<file path="config.mk">
export PLATFORM = sky130hd
export DESIGN_NAME = lsu_split_bus_flat
export DESIGN_NICKNAME = d
export VERILOG_FILES = /design/src/rtl/lsu_split_bus_if.sv /design/src/rtl/lsu_split_bus.sv /design/src/flat_wrapper.sv
export SDC_FILE = /design/constraint.sdc
export NUM_CORES = 1
export LEC_CHECK = 0
export BUFFER_PORTS_ARGS = -buffer_cell sky130_fd_sc_hd__buf_2
export CAP_MARGIN = 20
export CORE_MARGIN = 5
export CORE_UTILIZATION = 25
export DETAILED_ROUTE_END_ITERATION = 8
export PLACE_DENSITY = 0.44
export SYNTH_ARGS = -nofsm -noshare
export SYNTH_HDL_FRONTEND = slang
export SYNTH_SLANG_ARGS = --single-unit
</file>
<file path="constraint.sdc">
create_clock -name clk -period 5.3 [get_ports clk]
set_input_delay 0.265 -clock clk [delete_from_list [all_inputs] [get_ports clk]]
set_output_delay 0.265 -clock clk [all_outputs]
set_load 0.02 [all_outputs]
</file>
<file path="src/rtl/lsu_split_bus_if.sv">
// Core-side request/response and memory-side bus signals of the load/store unit.
// Latency: none, pure signal bundle.
// Backpressure: req_ready/resp_ack toward the core, Mem_Req_Ack/Read_data_Valid toward memory.
interface lsu_split_bus_if #(
  parameter int DATA_W = 32,
  parameter int ADDR_W = 32
);
  localparam int NB = DATA_W / 8;

  // core side
  logic              req_valid;
  logic              req_ready;
  logic              req_wen;
  logic [1:0]        req_size;
  logic              req_unsigned;
  logic [ADDR_W-1:0] req_addr;
  logic [DATA_W-1:0] req_wdata;
  logic              resp_valid;
  logic              resp_ack;
  logic [DATA_W-1:0] resp_data;
  logic              resp_err;

  // memory side
  logic [ADDR_W-1:0] Address;
  logic              MemWrite;
  logic              MemRead;
  logic [DATA_W-1:0] Write_data;
  logic [NB-1:0]     Write_strb;
  logic              Mem_Req_Ack;
  logic [DATA_W-1:0] Read_data;
  logic              Read_data_Valid;
  logic              Read_data_Ack;

  // the load/store unit itself
  modport slave (
    input  req_valid, req_wen, req_size, req_unsigned, req_addr, req_wdata, resp_ack,
    input  Mem_Req_Ack, Read_data, Read_data_Valid,
    output req_ready, resp_valid, resp_data, resp_err,
    output Address, MemWrite, MemRead, Write_data, Write_strb, Read_data_Ack
  );

  // the environment: core plus memory
  modport master (
    output req_valid, req_wen, req_size, req_unsigned, req_addr, req_wdata, resp_ack,
    output Mem_Req_Ack, Read_data, Read_data_Valid,
    input  req_ready, resp_valid, resp_data, resp_err,
    input  Address, MemWrite, MemRead, Write_data, Write_strb, Read_data_Ack
  );
endinterface

</file>
<file path="src/rtl/lsu_split_bus.sv">
// Load/store unit: aligns, strobes and splits core accesses onto a word-wide memory bus.
// Latency: aligned store 2, aligned load 3, split load 5 cycles to response with zero-wait memory.
// Backpressure: one transaction in flight; req_ready low until the core acks the response.
module lsu_split_bus #(
  parameter int DATA_W           = 32,
  parameter int ADDR_W           = 32,
  parameter bit SPLIT_MISALIGNED = 1'b1
) (
  input  logic           clk,
  input  logic           rst,
  lsu_split_bus_if.slave bus,
  output logic [31:0]    cnt_split
);
  localparam int NB = DATA_W / 8;
  localparam int OB = $clog2(NB);

  typedef enum logic [5:0] {
    IDLE = 6'b000001,
    REQ0 = 6'b000010,
    RDW0 = 6'b000100,
    REQ1 = 6'b001000,
    RDW1 = 6'b010000,
    RESP = 6'b100000
  } state_t;

  state_t            state;
  logic              lat_wen;
  logic [1:0]        lat_size;
  logic              lat_uns;
  logic [OB-1:0]     lat_off;
  logic              lat_cross;
  logic [DATA_W-1:0] lat_wdata;
  logic [NB-1:0]     lat_strb_hi;
  logic [DATA_W-1:0] beat0;
  logic              used_split;

  logic [OB-1:0]     req_off;
  int                req_bytes;
  logic              req_cross;
  logic              req_illegal;
  logic [2*NB-1:0]   req_mask;

  // Shift the two captured beats into place, keep the accessed bytes and extend them.
  function automatic logic [DATA_W-1:0] load_result(
    input logic [DATA_W-1:0] b0,
    input logic [DATA_W-1:0] b1,
    input logic [OB-1:0]     off,
    input logic [1:0]        size,
    input logic              uns
  );
    logic [DATA_W-1:0] raw;
    int                sh;
    raw = b0 >> (8 * int'(off));
    if (off != '0) raw = raw | (b1 << (DATA_W - 8 * int'(off)));
    // left-justify the accessed bytes, then shift back down with the wanted fill
    sh  = DATA_W - (8 << size);
    raw = raw << sh;
    if (uns) raw = raw >> sh;
    else     raw = $signed(raw) >>> sh;
    return raw;
  endfunction

  // Decode the incoming request: byte offset, access size, lane mask across two words.
  always_comb begin
    req_off     = bus.req_addr[OB-1:0];
    req_bytes   = 1 << bus.req_size;
    req_cross   = (int'(req_off) + req_bytes) > NB;
    req_illegal = (bus.req_size == 2'd3) && (DATA_W == 32);
    req_mask    = ~({(2*NB){1'b1}} << req_bytes);
    req_mask    = req_mask << req_off;
  end

  // Transaction FSM; every bus and response output is a register written here.
  always_ff @(posedge clk or negedge rst) begin
    if (!rst) begin
      state             <= IDLE;
      bus.req_ready     <= 1'b1;
      bus.resp_valid    <= 1'b0;
      bus.resp_err      <= 1'b0;
      bus.resp_data     <= '0;
      bus.Address       <= '0;
      bus.MemWrite      <= 1'b0;
      bus.MemRead       <= 1'b0;
      bus.Write_data    <= '0;
      bus.Write_strb    <= '0;
      bus.Read_data_Ack <= 1'b0;
      cnt_split         <= '0;
      lat_wen           <= 1'b0;
      lat_size          <= '0;
      lat_uns           <= 1'b0;
      lat_off           <= '0;
      lat_cross         <= 1'b0;
      lat_wdata         <= '0;
      lat_strb_hi       <= '0;
      beat0             <= '0;
      used_split        <= 1'b0;
    end else begin
      case (state)
        IDLE: begin
          if (bus.req_valid && bus.req_ready) begin
            bus.req_ready <= 1'b0;
            lat_wen       <= bus.req_wen;
            lat_size      <= bus.req_size;
            lat_uns       <= bus.req_unsigned;
            lat_off       <= req_off;
            lat_cross     <= req_cross;
            lat_wdata     <= bus.req_wdata;
            lat_strb_hi   <= req_mask[2*NB-1:NB];
            used_split    <= 1'b0;
            if (req_illegal || (req_cross && !SPLIT_MISALIGNED)) begin
              // rejected without touching the bus
              state          <= RESP;
              bus.resp_valid <= 1'b1;
              bus.resp_err   <= 1'b1;
              bus.resp_data  <= '0;
            end else begin
              state       <= REQ0;
              bus.Address <= {bus.req_addr[ADDR_W-1:OB], {OB{1'b0}}};
              if (bus.req_wen) begin
                bus.MemWrite   <= 1'b1;
                bus.Write_data <= bus.req_wdata << (8 * int'(req_off));
                bus.Write_strb <= req_mask[NB-1:0];
              end else begin
                bus.MemRead    <= 1'b1;
                bus.Write_strb <= '0;
              end
            end
          end
        end

        REQ0: begin
          if (bus.Mem_Req_Ack) begin
            if (!lat_wen) begin
              bus.MemRead       <= 1'b0;
              bus.Read_data_Ack <= 1'b1;
              state             <= RDW0;
            end else if (lat_cross) begin
              // second store beat goes straight out on the next word
              state          <= REQ1;
              used_split     <= 1'b1;
              bus.Address    <= bus.Address + ADDR_W'(NB);
              bus.Write_data <= lat_wdata >> (DATA_W - 8 * int'(lat_off));
              bus.Write_strb <= lat_strb_hi;
            end else begin
              bus.MemWrite   <= 1'b0;
              bus.Write_strb <= '0;
              bus.resp_valid <= 1'b1;
              bus.resp_err   <= 1'b0;
              bus.resp_data  <= '0;
              state          <= RESP;
            end
          end
        end

        RDW0: begin
          if (bus.Read_data_Valid) begin
            bus.Read_data_Ack <= 1'b0;
            if (lat_cross) begin
              beat0       <= bus.Read_data;
              used_split  <= 1'b1;
              bus.MemRead <= 1'b1;
              bus.Address <= bus.Address + ADDR_W'(NB);
              state       <= REQ1;
            end else begin
              bus.resp_valid <= 1'b1;
              bus.resp_err   <= 1'b0;
              bus.resp_data  <= load_result(bus.Read_data, '0, lat_off, lat_size, lat_uns);
              state          <= RESP;
            end
          end
        end

        REQ1: begin
          if (bus.Mem_Req_Ack) begin
            bus.MemWrite   <= 1'b0;
            bus.MemRead    <= 1'b0;
            bus.Write_strb <= '0;
            if (!lat_wen) begin
              bus.Read_data_Ack <= 1'b1;
              state             <= RDW1;
            end else begin
              bus.resp_valid <= 1'b1;
              bus.resp_err   <= 1'b0;
              bus.resp_data  <= '0;
              state          <= RESP;
            end
          end
        end

        RDW1: begin
          if (bus.Read_data_Valid) begin
            bus.Read_data_Ack <= 1'b0;
            bus.resp_valid    <= 1'b1;
            bus.resp_err      <= 1'b0;
            bus.resp_data     <= load_result(beat0, bus.Read_data, lat_off, lat_size, lat_uns);
            state             <= RESP;
          end
        end

        RESP: begin
          if (bus.resp_ack) begin
            bus.resp_valid <= 1'b0;
            bus.resp_err   <= 1'b0;
            bus.req_ready  <= 1'b1;
            if (used_split) cnt_split <= cnt_split + 32'd1;
            used_split     <= 1'b0;
            state          <= IDLE;
          end
        end

        default: begin
          state             <= IDLE;
          bus.req_ready     <= 1'b1;
          bus.resp_valid    <= 1'b0;
          bus.MemWrite      <= 1'b0;
          bus.MemRead       <= 1'b0;
          bus.Read_data_Ack <= 1'b0;
        end
      endcase
    end
  end
endmodule

</file>
<file path="src/flat_wrapper.sv">
// flat-port wrapper written by rule: the top's interface ports become plain ports
module lsu_split_bus_flat 
#(
  parameter int DATA_W           = 32,
  parameter int ADDR_W           = 32,
  parameter bit SPLIT_MISALIGNED = 1'b1
)
  (clk, rst, cnt_split, bus_req_valid, bus_req_wen, bus_req_size, bus_req_unsigned, bus_req_addr, bus_req_wdata, bus_resp_ack, bus_Mem_Req_Ack, bus_Read_data, bus_Read_data_Valid, bus_req_ready, bus_resp_valid, bus_resp_data, bus_resp_err, bus_Address, bus_MemWrite, bus_MemRead, bus_Write_data, bus_Write_strb, bus_Read_data_Ack);
  lsu_split_bus_if #(.DATA_W(DATA_W), .ADDR_W(ADDR_W)) bus_i ();
  input  logic clk;
  input  logic rst;
  output logic [31:0] cnt_split;
  input wire logic [$bits(bus_i.req_valid)-1:0] bus_req_valid;
  input wire logic [$bits(bus_i.req_wen)-1:0] bus_req_wen;
  input wire logic [$bits(bus_i.req_size)-1:0] bus_req_size;
  input wire logic [$bits(bus_i.req_unsigned)-1:0] bus_req_unsigned;
  input wire logic [$bits(bus_i.req_addr)-1:0] bus_req_addr;
  input wire logic [$bits(bus_i.req_wdata)-1:0] bus_req_wdata;
  input wire logic [$bits(bus_i.resp_ack)-1:0] bus_resp_ack;
  input wire logic [$bits(bus_i.Mem_Req_Ack)-1:0] bus_Mem_Req_Ack;
  input wire logic [$bits(bus_i.Read_data)-1:0] bus_Read_data;
  input wire logic [$bits(bus_i.Read_data_Valid)-1:0] bus_Read_data_Valid;
  output wire logic [$bits(bus_i.req_ready)-1:0] bus_req_ready;
  output wire logic [$bits(bus_i.resp_valid)-1:0] bus_resp_valid;
  output wire logic [$bits(bus_i.resp_data)-1:0] bus_resp_data;
  output wire logic [$bits(bus_i.resp_err)-1:0] bus_resp_err;
  output wire logic [$bits(bus_i.Address)-1:0] bus_Address;
  output wire logic [$bits(bus_i.MemWrite)-1:0] bus_MemWrite;
  output wire logic [$bits(bus_i.MemRead)-1:0] bus_MemRead;
  output wire logic [$bits(bus_i.Write_data)-1:0] bus_Write_data;
  output wire logic [$bits(bus_i.Write_strb)-1:0] bus_Write_strb;
  output wire logic [$bits(bus_i.Read_data_Ack)-1:0] bus_Read_data_Ack;
  assign bus_i.req_valid = bus_req_valid;
  assign bus_i.req_wen = bus_req_wen;
  assign bus_i.req_size = bus_req_size;
  assign bus_i.req_unsigned = bus_req_unsigned;
  assign bus_i.req_addr = bus_req_addr;
  assign bus_i.req_wdata = bus_req_wdata;
  assign bus_i.resp_ack = bus_resp_ack;
  assign bus_i.Mem_Req_Ack = bus_Mem_Req_Ack;
  assign bus_i.Read_data = bus_Read_data;
  assign bus_i.Read_data_Valid = bus_Read_data_Valid;
  assign bus_req_ready = bus_i.req_ready;
  assign bus_resp_valid = bus_i.resp_valid;
  assign bus_resp_data = bus_i.resp_data;
  assign bus_resp_err = bus_i.resp_err;
  assign bus_Address = bus_i.Address;
  assign bus_MemWrite = bus_i.MemWrite;
  assign bus_MemRead = bus_i.MemRead;
  assign bus_Write_data = bus_i.Write_data;
  assign bus_Write_strb = bus_i.Write_strb;
  assign bus_Read_data_Ack = bus_i.Read_data_Ack;
  lsu_split_bus #(.DATA_W(DATA_W), .ADDR_W(ADDR_W), .SPLIT_MISALIGNED(SPLIT_MISALIGNED)) u_core (.clk(clk), .rst(rst), .bus(bus_i), .cnt_split(cnt_split));
endmodule
</file>
==> flow_summary.yaml <==
outcome:
  status: "finished clean"
logic_synthesis:
  synthFlopType: "dfrtp_1"
  synth.distinct_cells: 82
  ys_ff_latch: 218
  yosys.area.top_type: "dfrtp_1"
  synth_edf_count: 0
  syn_inst: 1382
  ys_warn_count: 0
  netlist_area_um2: 13500
  synth_area_leaders: "dfrtp_1 (40%), mux2_2 (8.6%), mux2i_1 (5.6%)"
  ys_seq_area_share_pct: 40.5
  synth-async-reset-ratio_pct: 100
  synth_top_area_share_pct: 40.1
  syn_area_per_cell_um2: 9.75
critical_path:
  worst_ep_arrival_time_ps: 3990
  cpPeakStageDelay_ps: 830
  cp-start-kind: "register"
  critical_path.endpoint_type: "register"
  path_cells: "inv_1 -> buf_4 -> ha_2 -> nor3_1 -> a211oi_1 -> o31ai_1 -> a41oi_1 -> a31oi_1"
  path_max_fanout: 32
  cp_num_buf_inv: 2
  crit_type: "reg -> reg"
  worstPathRequired_ps: 5780
  r2r-start: "u_core.lat_off[0]$_DFFE_PN0P_"
  path_delay_family: "compound AO/OA/AOI/OAI gates"
  startpoint: "u_core.lat_off[0]$_DFFE_PN0P_"
  cpMaxStageDelayCell: "nor3_1"
global_route:
  first_global_vias: 12502
  grt_first_pass_wirelength_um: 78400
  grt_max_degree: 124
  antenna_found_initial: 3
  overflow: 0
  grt_usage_pct: 16.6
clocking:
  cts-buffers-inserted: 29
  htree_levels: 1
  cts_setup_buffers: 0
  cts.sinks: 218
  clock_path_buffers: 3
  clk_pin_slew_worst_paths_ps: 60
  clk_latency_ps: 590
  cts_tree: "yes"
  cts_resized: 0
  cts-root-buf: "clkbuf_16"
place:
  hpwl_um: 34900
  port_buffers: 241
  gp_congestion: 0.876
timing:
  final-setup-viol-count: 0
  timing.final.crit_share_pct: 66.2
  tightest_slew_ps: 1090
  drv_slew: 0
  finalSetupTns_ps: 0
  fin_crit_ps: 3510
  fmaxAchievable_mhz: 285
  slew_headroom_pct: 27.3
  grt_setup_unrepaired: "false"
  hold_viol: 0
  skew_ps: 23.4
detailed_routing:
  routedWlPerCell_um: 21.5
  dr.pass1.iters: 8
  via_per_inst: 5.27
  drt-initial-drc-count: 831
  ant_nets: 0
  vias: 12456
  drc: 0
  wl_um: 50700
power:
  ir_drop_v: 0.000298
  power_density_nw_per_um2: 543
  sw_frac_of_total_pct: 43.8
  p_sw_mw: 4.06
  p_seq_share_pct: 29.5
  leakagePower_nw: 7.49
  p_int_mw: 5.20
  p_comb_share_pct: 47.7
  p_clk_share_pct: 22.8
run:
  drv_cap: 0
floorplan:
  dieHeight_um: 242
  dieArea_um2: 58600
  start_util_pct: 25.1
  die_w_um: 242
  core_um2: 53600
  rows: 85
  io_pins: 244
hold_path:
  hold_path_class: "in -> reg"
  hold_start: "bus_Read_data[8]"
layout:
  utilization_pct: 31.8
  fillers: 5620
  drive_above_1_share_pct: 27.8
  nets: 1755
  area_delta_synth_final_pct: 26.6
[cell families (layout without fill, tap and decap cells)]
logic type / Yosys count / count (layout) / share of synthesized area [%]
fa+ha+maj: 7 / 7 / 0.706
compound gates: 399 / 399 / 20.4
mux: 196 / 196 / 16.4
buf+inv: 139 / 420 / 4.61
xor+xnor: 35 / 35 / 2.28
other cells: 1 / 4 / 0.0278
simple gates: 387 / 387 / 15.0
flops: 218 / 218 / 40.5
[worst register-to-register path, cell delays in order, from the launching register on]
cell	delay [ps]
dfrtp_4	580
inv_1	90
buf_4	350
ha_2	380
nor3_1	830
a211oi_1	300
o31ai_1	460
a41oi_1	210
a31oi_1	210
[power groups by stage]
stage,Sequential [mW],Clock [mW],Combinational [mW]
2_1_floorplan,2.98,0,2.77
3_3_place_gp,2.75,0,4.35
3_5_place_dp,2.76,0,4.37
4_1_cts,2.74,2.18,4.43
5_1_grt,2.82,2.25,4.80
6_report,2.73,2.11,4.41
[layer usage]
layer	part of all wire, %	up-vias	global-route usage, %	wire (um)
met5	0.026	-	0	13
met4	2.5	2	4.80	1270
met3	5.8	81	3.28	2940
met2	46	406	26.5	23200
met1	46	6208	22.8	23300
li1	-	5759	-	-
[final timing paths]
check	slack (ps)	cells after the start	to
max in group asynchronous	3720	3	u_core.cnt_split[28]$_DFFE_PN0P_
min	30	2	u_core.beat0[8]$_DFFE_PN0P_
max	1790	8	u_core.bus.resp_data[22]$_DFFE_PN0P_
min in group asynchronous	400	2	u_core.beat0[0]$_DFFE_PN0P_
min reg2reg	460	1	u_core.cnt_split[31]$_DFFE_PN0P_
max reg2reg	1790	8	u_core.bus.resp_data[22]$_DFFE_PN0P_
[synth_stat cells (16+ instances only)]
library cell / instances
a21oi_1: 96
a22oi_1: 25
a31oi_1: 21
a32oi_1: 17
a41oi_1: 29
and3_1: 18
buf_1: 16
buf_2: 18
clkbuf_1: 68
dfrtp_1: 216
inv_1: 26
mux2_2: 103
mux2i_1: 75
nand2_1: 98
nand3_1: 41
nand4_1: 25
nor2_1: 94
nor2b_1: 19
nor3_1: 18
o21ai_0: 69
o22ai_1: 22
xnor2_1: 25
[cell type report]
class	instances	area (um^2)	area share (%)
Multi-Input combinational cell	1026	7440	43.6
Sequential cell	218	5460	32.0
Antenna cell	2	5.00	0.0293
Clock inverter	12	150	0.880
Clock buffer	41	861	5.05
Tap cell	696	871	5.11
Inverter	26	97.6	0.572
Timing Repair Buffer	341	2170	12.7
[flip-flops by register name, indices dropped and copies added, names as in the netlist, 6 cells and up]
| register | cells |
|---|---|
| u_core.beat0 | 32 |
| u_core.bus.resp_data | 32 |
| u_core.bus.Write_data | 32 |
| u_core.bus.Address | 30 |
| u_core.cnt_split | 32 |
| u_core.state | 6 |
| u_core.lat_wdata | 32 |
[timing repair]
item | in CTS | in global routing
hold endpoints to repair | 197 | 0
setup endpoints to repair | 0 | 0
hold buffers | 76 | 0
[placed cells by master, fill, tap and decap left out, types with 19 or more instances in the layout]
master / netlist / final
clkbuf_16: 0 / 29
nand4_1: 25 / 25
a41oi_1: 29 / 29
buf_4: 4 / 23
nor2_1: 94 / 94
mux2_2: 103 / 103
nand2_1: 98 / 97
dlygate4sd3_1: 0 / 76
mux2i_1: 75 / 75
o21ai_0: 69 / 69
a31oi_1: 21 / 21
nand3_1: 41 / 41
a21oi_1: 96 / 96
xnor2_1: 25 / 25
inv_1: 26 / 26
o22ai_1: 22 / 22
dfrtp_1: 216 / 214
a22oi_1: 25 / 25
nor2b_1: 19 / 19
buf_2: 18 / 240
[stage by stage]
| step | hold WS (ps) | instance area, um^2 | power (mW) | worst slack (ps) | instances |
|---|---|---|---|---|---|
| CTS | 0.506 | 17100 | 9.35 | 1880 | 2360 |
| finish | 32.8 | 17100 | 9.25 | 1790 | 2362 |
| global placement | 458 | 15300 | 7.09 | 1990 | 2231 |
| global route | 28.0 | 17100 | 9.87 | 1670 | 2362 |
| floorplan | -30.6 | 13500 | 5.76 | 2190 | 1383 |
| detailed placement | 461 | 15300 | 7.13 | 1900 | 2231 |
No activity file was read; power rests on OpenSTA's default activity.
